`config.mk`:
```
export PLATFORM = sky130hd
export DESIGN_NAME = fetch_pc_ctrl_flat
export DESIGN_NICKNAME = d
export VERILOG_FILES = /design/src/rtl/fetch_pc_ctrl_if.sv /design/src/rtl/fetch_pc_ctrl.sv /design/src/flat_wrapper.sv
export SDC_FILE = /design/constraint.sdc
export NUM_CORES = 1
export LEC_CHECK = 0
export ABC_AREA = 1
export ABC_CLOCK_PERIOD_IN_PS = 1700
export CORE_UTILIZATION = 41
export CTS_CLUSTER_DIAMETER = 200
export CTS_CLUSTER_SIZE = 20
export DETAILED_ROUTE_END_ITERATION = 16
export HOLD_SLACK_MARGIN = 0.12
export PLACE_DENSITY = 0.85
export SKIP_CTS_REPAIR_TIMING = 1
export SYNTH_ARGS = -nofsm -noshare
export SYNTH_HDL_FRONTEND = slang
export SYNTH_SLANG_ARGS = --single-unit
```
`constraint.sdc`:
```
create_clock -name clk -period 1.7 [get_ports clk]
set_clock_uncertainty 0.05 [all_clocks]
set_input_delay 0.34 -clock clk [delete_from_list [all_inputs] [get_ports clk]]
set_output_delay 0.34 -clock clk [all_outputs]
set_load 0.05 [all_outputs]
```
`src/rtl/fetch_pc_ctrl_if.sv`:
```
// Fetch-side bus: hazard/EX inputs to the PC controller and its fetch/flush outputs.
interface fetch_pc_ctrl_if #(
    parameter int PC_W  = 9,
    parameter int CNT_W = 16
);
    logic             stall_i;
    logic             pc_sel_i;
    logic [31:0]      br_pc_i;
    logic [PC_W-1:0]  pc_o;
    logic [31:0]      pc_four_o;
    logic             fetch_valid_o;
    logic             flush_o;
    logic [CNT_W-1:0] redirect_cnt_o;
    logic             fault_o;

    modport master (
        output stall_i, pc_sel_i, br_pc_i,
        input  pc_o, pc_four_o, fetch_valid_o, flush_o, redirect_cnt_o, fault_o
    );
    modport slave (
        input  stall_i, pc_sel_i, br_pc_i,
        output pc_o, pc_four_o, fetch_valid_o, flush_o, redirect_cnt_o, fault_o
    );
endinterface

```
`src/rtl/fetch_pc_ctrl.sv`:
```
// Fetch PC register with stall/redirect handling, pipeline flush and redirect counter.
// Optional REDIRECT_ALIGN_CHK_EN traps misaligned redirect targets into a sticky HALT.
module fetch_pc_ctrl #(
    parameter int              PC_W     = 9,
    parameter logic [PC_W-1:0] RESET_PC = '0,
    parameter int              CNT_W    = 16
) (
    input logic            clk,
    input logic            rst_n,
    fetch_pc_ctrl_if.slave bus
);
`ifdef REDIRECT_ALIGN_CHK_EN
    typedef enum logic [1:0] {BOOT, RUN, SQUASH, HALT} state_e;
`else
    typedef enum logic [1:0] {BOOT, RUN, SQUASH} state_e;
`endif

    localparam logic [PC_W-1:0] PC_STEP = PC_W'(4);

    state_e           state_q;
    logic [PC_W-1:0]  pc_q;
    logic [CNT_W-1:0] cnt_q;
    logic             vld_q;
    logic             fault_q;
    logic             unused_br_hi;

    // Upper target bits are intentionally dropped.
    assign unused_br_hi = ^bus.br_pc_i[31:PC_W];

    always_ff @(posedge clk or negedge rst_n) begin
        if (!rst_n) begin
            state_q <= BOOT;
            pc_q    <= RESET_PC;
            cnt_q   <= '0;
            vld_q   <= 1'b0;
            fault_q <= 1'b0;
        end else begin
            case (state_q)
                BOOT: begin
                    state_q <= RUN;
                    vld_q   <= 1'b1;
                end
                RUN: begin
                    if (bus.pc_sel_i) begin
`ifdef REDIRECT_ALIGN_CHK_EN
                        if (bus.br_pc_i[1:0] != 2'b00) begin
                            state_q <= HALT;
                            vld_q   <= 1'b0;
                            fault_q <= 1'b1;
                        end else begin
                            pc_q    <= bus.br_pc_i[PC_W-1:0];
                            state_q <= SQUASH;
                            if (cnt_q != '1) cnt_q <= cnt_q + 1'b1;
                        end
`else
                        pc_q    <= bus.br_pc_i[PC_W-1:0];
                        state_q <= SQUASH;
                        if (cnt_q != '1) cnt_q <= cnt_q + 1'b1;
`endif
                    end else if (!bus.stall_i) begin
                        pc_q <= pc_q + PC_STEP;
                    end
                end
                SQUASH: begin
                    // EX holds the flushed bubble, so a redirect request here is bogus.
                    state_q <= RUN;
                    if (!bus.stall_i) pc_q <= pc_q + PC_STEP;
                end
                default: begin
                    state_q <= state_q;
                end
            endcase
        end
    end

    assign bus.pc_o           = pc_q;
    assign bus.pc_four_o      = 32'(pc_q) + 32'd4;
    assign bus.fetch_valid_o  = vld_q;
    assign bus.flush_o        = (state_q == RUN) && bus.pc_sel_i;
    assign bus.redirect_cnt_o = cnt_q;
`ifdef REDIRECT_ALIGN_CHK_EN
    assign bus.fault_o        = fault_q;
`else
    assign bus.fault_o        = 1'b0;
    logic unused_fault;
    assign unused_fault = fault_q;
`endif
endmodule

```
`src/flat_wrapper.sv`:
```
// flat-port wrapper written by rule: the top's interface ports become plain ports
module fetch_pc_ctrl_flat 
#(
    parameter int              PC_W     = 9,
    parameter logic [PC_W-1:0] RESET_PC = '0,
    parameter int              CNT_W    = 16
)
  (clk, rst_n, bus_stall_i, bus_pc_sel_i, bus_br_pc_i, bus_pc_o, bus_pc_four_o, bus_fetch_valid_o, bus_flush_o, bus_redirect_cnt_o, bus_fault_o);
  fetch_pc_ctrl_if #(.PC_W(PC_W), .CNT_W(CNT_W)) bus_i ();
  input logic clk;
  input logic rst_n;
  input wire logic [$bits(bus_i.stall_i)-1:0] bus_stall_i;
  input wire logic [$bits(bus_i.pc_sel_i)-1:0] bus_pc_sel_i;
  input wire logic [$bits(bus_i.br_pc_i)-1:0] bus_br_pc_i;
  output wire logic [$bits(bus_i.pc_o)-1:0] bus_pc_o;
  output wire logic [$bits(bus_i.pc_four_o)-1:0] bus_pc_four_o;
  output wire logic [$bits(bus_i.fetch_valid_o)-1:0] bus_fetch_valid_o;
  output wire logic [$bits(bus_i.flush_o)-1:0] bus_flush_o;
  output wire logic [$bits(bus_i.redirect_cnt_o)-1:0] bus_redirect_cnt_o;
  output wire logic [$bits(bus_i.fault_o)-1:0] bus_fault_o;
  assign bus_i.stall_i = bus_stall_i;
  assign bus_i.pc_sel_i = bus_pc_sel_i;
  assign bus_i.br_pc_i = bus_br_pc_i;
  assign bus_pc_o = bus_i.pc_o;
  assign bus_pc_four_o = bus_i.pc_four_o;
  assign bus_fetch_valid_o = bus_i.fetch_valid_o;
  assign bus_flush_o = bus_i.flush_o;
  assign bus_redirect_cnt_o = bus_i.redirect_cnt_o;
  assign bus_fault_o = bus_i.fault_o;
  fetch_pc_ctrl #(.PC_W(PC_W), .RESET_PC(RESET_PC), .CNT_W(CNT_W)) u_core (.clk(clk), .rst_n(rst_n), .bus(bus_i));
endmodule
```
# After elaboration in Yosys (flattened, before gate mapping)
# Cells that the tools add are included.
# totals
ff_bits	28
input_bits	36
output_inout_bits	60
elab_cells	23
# classes
addsub	3
n_eq_ne	4
mux	5
reduce_logical	7
# ops
operator	n
9-bit two-way mux	2
9-bit case mux with 2 select lines	1
16-bit by 1-bit adder with 16-bit output, second input constant	1
16-bit inequality test, second input constant	1
9-bit by 3-bit adder with 10-bit output, second input constant	1
9-bit by 3-bit adder with 9-bit output, second input constant	1
2-bit case mux with 2 select lines	1
2-bit nonzero test	2
3-bit AND reduction	1
2-bit by 1-bit equality test with 1-bit output, second input constant	1
2-bit equality test, second input constant	1
2-bit zero test	1
2-bit two-way mux	1
2-bit inequality test, second input constant	1
2-bit AND reduction	1
2-bit OR reduction	1
1-bit logical AND	1

# Longest topological paths before layout
# depth
ltp_word	4
depth_mapped	9
depth_no_buf	9

# Worst setup path before layout
# OpenSTA, ideal clock, no wires.
# synth_path
kind	register -> output
from	register u_core.pc_q[4] (netlist: u_core.bus.pc_o[4])
to	output port bus_pc_four_o[9]
t_arrival_ps	2157
t_required_ps	1310
path_slack_ps	-847
path_stages_with_launch	5
path_buffers	0
path_cell_list	dfrtp_1 inv_1 nor2_1 nand3_1 nor3_1
# synth_via
elab_chain_cells	1
# synth_rtl
element	line	text
from (decl)	fetch_pc_ctrl.sv:21	logic [PC_W-1:0] pc_q;
from (signal assigned)	fetch_pc_ctrl.sv:56	pc_q <= bus.br_pc_i[PC_W-1:0];
from (signal assigned)	fetch_pc_ctrl.sv:61	pc_q <= pc_q + PC_STEP;
from (signal assigned)	fetch_pc_ctrl.sv:67	if (!bus.stall_i) pc_q <= pc_q + PC_STEP;
9-bit by 3-bit adder with 10-bit output	fetch_pc_ctrl.sv:77	assign bus.pc_four_o = 32'(pc_q) + 32'd4;
to (decl)	flat_wrapper.sv:16	output wire logic [$bits(bus_i.pc_four_o)-1:0] bus_pc_four_o;
# No other way between the ends.

# Worst setup path after layout
# layout_path
from	register u_core.pc_q[3] (netlist: u_core.bus.pc_o[3])
to	output port bus_pc_four_o[8]
# Same word-level chain as after synthesis.

==> impl_metrics.json <==
{
  "outcome": "finished with violations",
  "violations": "design-rule violations, negative setup slack",
  "ff2ff_path_depth": 7,
  "ir_drop_v": 0.00210,
  "synth_edf_count": 0,
  "clkTransAtPathRegs_ns": 0.10,
  "coreArea_um2": 4470,
  "p_int_mw": 3.18,
  "post-route-drc-count": 4,
  "rsz0062_at_grt": "yes",
  "cts_tree": "yes",
  "crit_arrival_ns": 1.42,
  "place_area_um2": 2920,
  "clk_latency_ns": 0.28,
  "worstSetupPathType": "reg2out",
  "synth_top_cell_area_share_pct": 35.7,
  "syn-cell-area_um2": 1960,
  "regArea_um2": 712,
  "p_switching_mw": 3.25,
  "cts_sinks": 28,
  "fin_crit_ns": 1.81,
  "synthCells": 260,
  "swShare_pct": 50.5,
  "drtAntennaViolNets": 0,
  "wl_per_cell_um": 13.7,
  "setup_violations": 6,
  "yosysWarnings": 0,
  "hold_viol_final": 0,
  "yosysTopAreaCell": "dfrtp_1",
  "synth.distinct_cells": 31,
  "min_path_type": "in2async",
  "areaGrowthSynthToFinish_pct": 58.2,
  "final_area_um2": 3110,
  "cts_inserted_buffers": 3,
  "vias": 1949,
  "powerDensity_nw_per_um2": 2070,
  "cp-end-kind": "primary output",
  "multi_input_area_um2": 1130,
  "drive_gt1_share_pct": 35.4,
  "p_leak_nw": 1.45,
  "critPathMaxFanout": 4,
  "setup_ws_ns": -0.111,
  "detail_route.first_pass.iterations": 10,
  "max_freq_mhz": 552,
  "dp.final_hpwl_um": 3740,
  "grt_pass1_wl_um": 7890,
  "avgSynthCellArea_um2": 7.55,
  "die_y_um": 71.2,
  "grt_pass1_vias": 1830,
  "power_frac_seq_pct": 17.7,
  "finalNetCount": 378,
  "rows": 24,
  "ys_seq_area_share_pct": 35.7,
  "synth.area.top_cells": "dfrtp_1 (36%), nand2_1 (15%), buf_4 (9.6%)",
  "dieArea_um2": 5070,
  "async_reset_ff_share_pct": 100,
  "drtIter0Drc": 114,
  "grt_usage_pct": 19.5,
  "cap_violations": 0,
  "finalMaxSlewViolations": 0,
  "p_clk_share_pct": 6.6,
  "fillers": 325,
  "finalPower_mw": 6.43,
  "vias_per_cell": 5.02,
  "ys_ff_latch": 28,
  "diodes": 0,
  "ioPinCount": 96,
  "ctsHtreeMaxLevel": 1,
  "cp.required_ns": 1.31,
  "chipWidth_um": 71.2,
  "cp-start-kind": "register",
  "io_buffers": 49,
  "crit-reg2reg-launch": "u_core.state_q[1]",
  "initial_core_util_pct": 43.9,
  "synth_flop_cell": "dfrtp_1",
  "gp_congestion": 0.868,
  "clockBufferDepth": 2,
  "post-route-period-util_pct": 107,
  "cts-root-buf": "clkbuf_8",
  "p_comb_share_pct": 75.6,
  "routed_wl_um": 5310,
  "regToRegSetupSlack_ns": 0.06,
  "grt_remaining_overflow": 0,
  "grt_max_degree": 29,
  "r2r-end": "u_core.state_q[1]",
  "antenna_found_initial": 0
}
layout make-up:
class / instances / share of cell area (%)
Multi-Input combinational cell: 200 / 36.3
Sequential cell: 28 / 22.9
Clock buffer: 4 / 1.77
Inverter: 26 / 3.26
Timing Repair Buffer: 78 / 33.6
Tap cell: 52 / 2.10
cells in the final DEF (no fill, tap or decap), drive strengths merged, types with 5 or more instances in the layout:
cell type | netlist | layout
nor2 | 24 | 24
nand4 | 8 | 8
o21ai | 22 | 22
dfrtp | 28 | 28
buf | 28 | 66
inv | 26 | 25
nand2 | 80 | 80
ha | 5 | 5
clkdlybuf4s50 | 0 | 12
nand3 | 16 | 16
conb | 1 | 23
state kept, by name (all words and copies together) (netlist names):
name	count
u_core.state_q	2
u_core.bus.pc_o	9
u_core.bus.fetch_valid_o	1
u_core.bus.redirect_cnt_o	16
routing by layer:
metal	track usage, %	share of wire [%]	vias to the layer above
li1	-	-	936
met1	22.2	39	928
met2	36.6	54	77
met3	4.27	5.6	8
met4	5.33	0.96	0
met5	0	0	-
cell families (layout without fill, tap and decap cells):
group	after synthesis	count (layout)	share of synthesized area (%)
compound gates	35	35	11.7
xor+xnor	7	7	3.12
fa+ha+maj	5	5	3.19
buf+inv	54	108	15.9
flops	28	28	35.7
other cells	1	23	0.191
simple gates	130	130	30.1
Yosys cell counts (all sizes together), types with 3 or more instances:
cell	n
nand3	16
o21ai	22
ha	5
nor2	24
xor2	3
nand4	8
buf	28
xnor2	4
inv	26
a21oi	4
dfrtp	28
nand2	80
per-stage QoR:
step	setup TNS (ns)	worst slack, ns	hold slack (ns)	util [%]	std cells
6_report	-0.275	-0.111	0.384	69.4	388
5_1_grt	-0.666	-0.156	0.431	69.4	388
4_1_cts	-0.804	-0.220	0.402	66.4	379
3_5_place_dp	-0.182	-0.118	0.407	65.2	375
3_3_place_gp	0	0.0131	0.402	65.2	375
2_1_floorplan	-0.135	-0.0696	-0.00559	-	282
critical path: stages (launching register included):
cell and delay [ns]:
dfrtp_2 0.41, ha_4 0.20, nand3_2 0.10, o21ai_2 0.18, nand2_2 0.10, buf_12 0.16
power groups by stage:
stage               Combinational [mW]  Sequential, mW  Clock [mW]
finish                            4.86            1.14       0.426
global route                      5.10            1.16       0.455
CTS                               4.52            1.12       0.425
detailed placement                4.49            1.13           0
global placement                  4.38            1.11           0
floorplan                         1.86            1.77           0
worst max path at each step:
stage,endpoint,startpoint,cells after the start
2_1_floorplan,bus_pc_four_o[9],u_core.bus.pc_o[5],4
3_3_place_gp,u_core.state_q[1],bus_pc_sel_i,6
3_5_place_dp,u_core.state_q[1],bus_pc_sel_i,6
4_1_cts,bus_pc_four_o[8],u_core.bus.pc_o[2],5
6_report,bus_pc_four_o[8],u_core.bus.pc_o[3],5
5_1_grt,bus_pc_four_o[8],u_core.bus.pc_o[3],5
No activity file was read; power rests on OpenSTA's default activity.
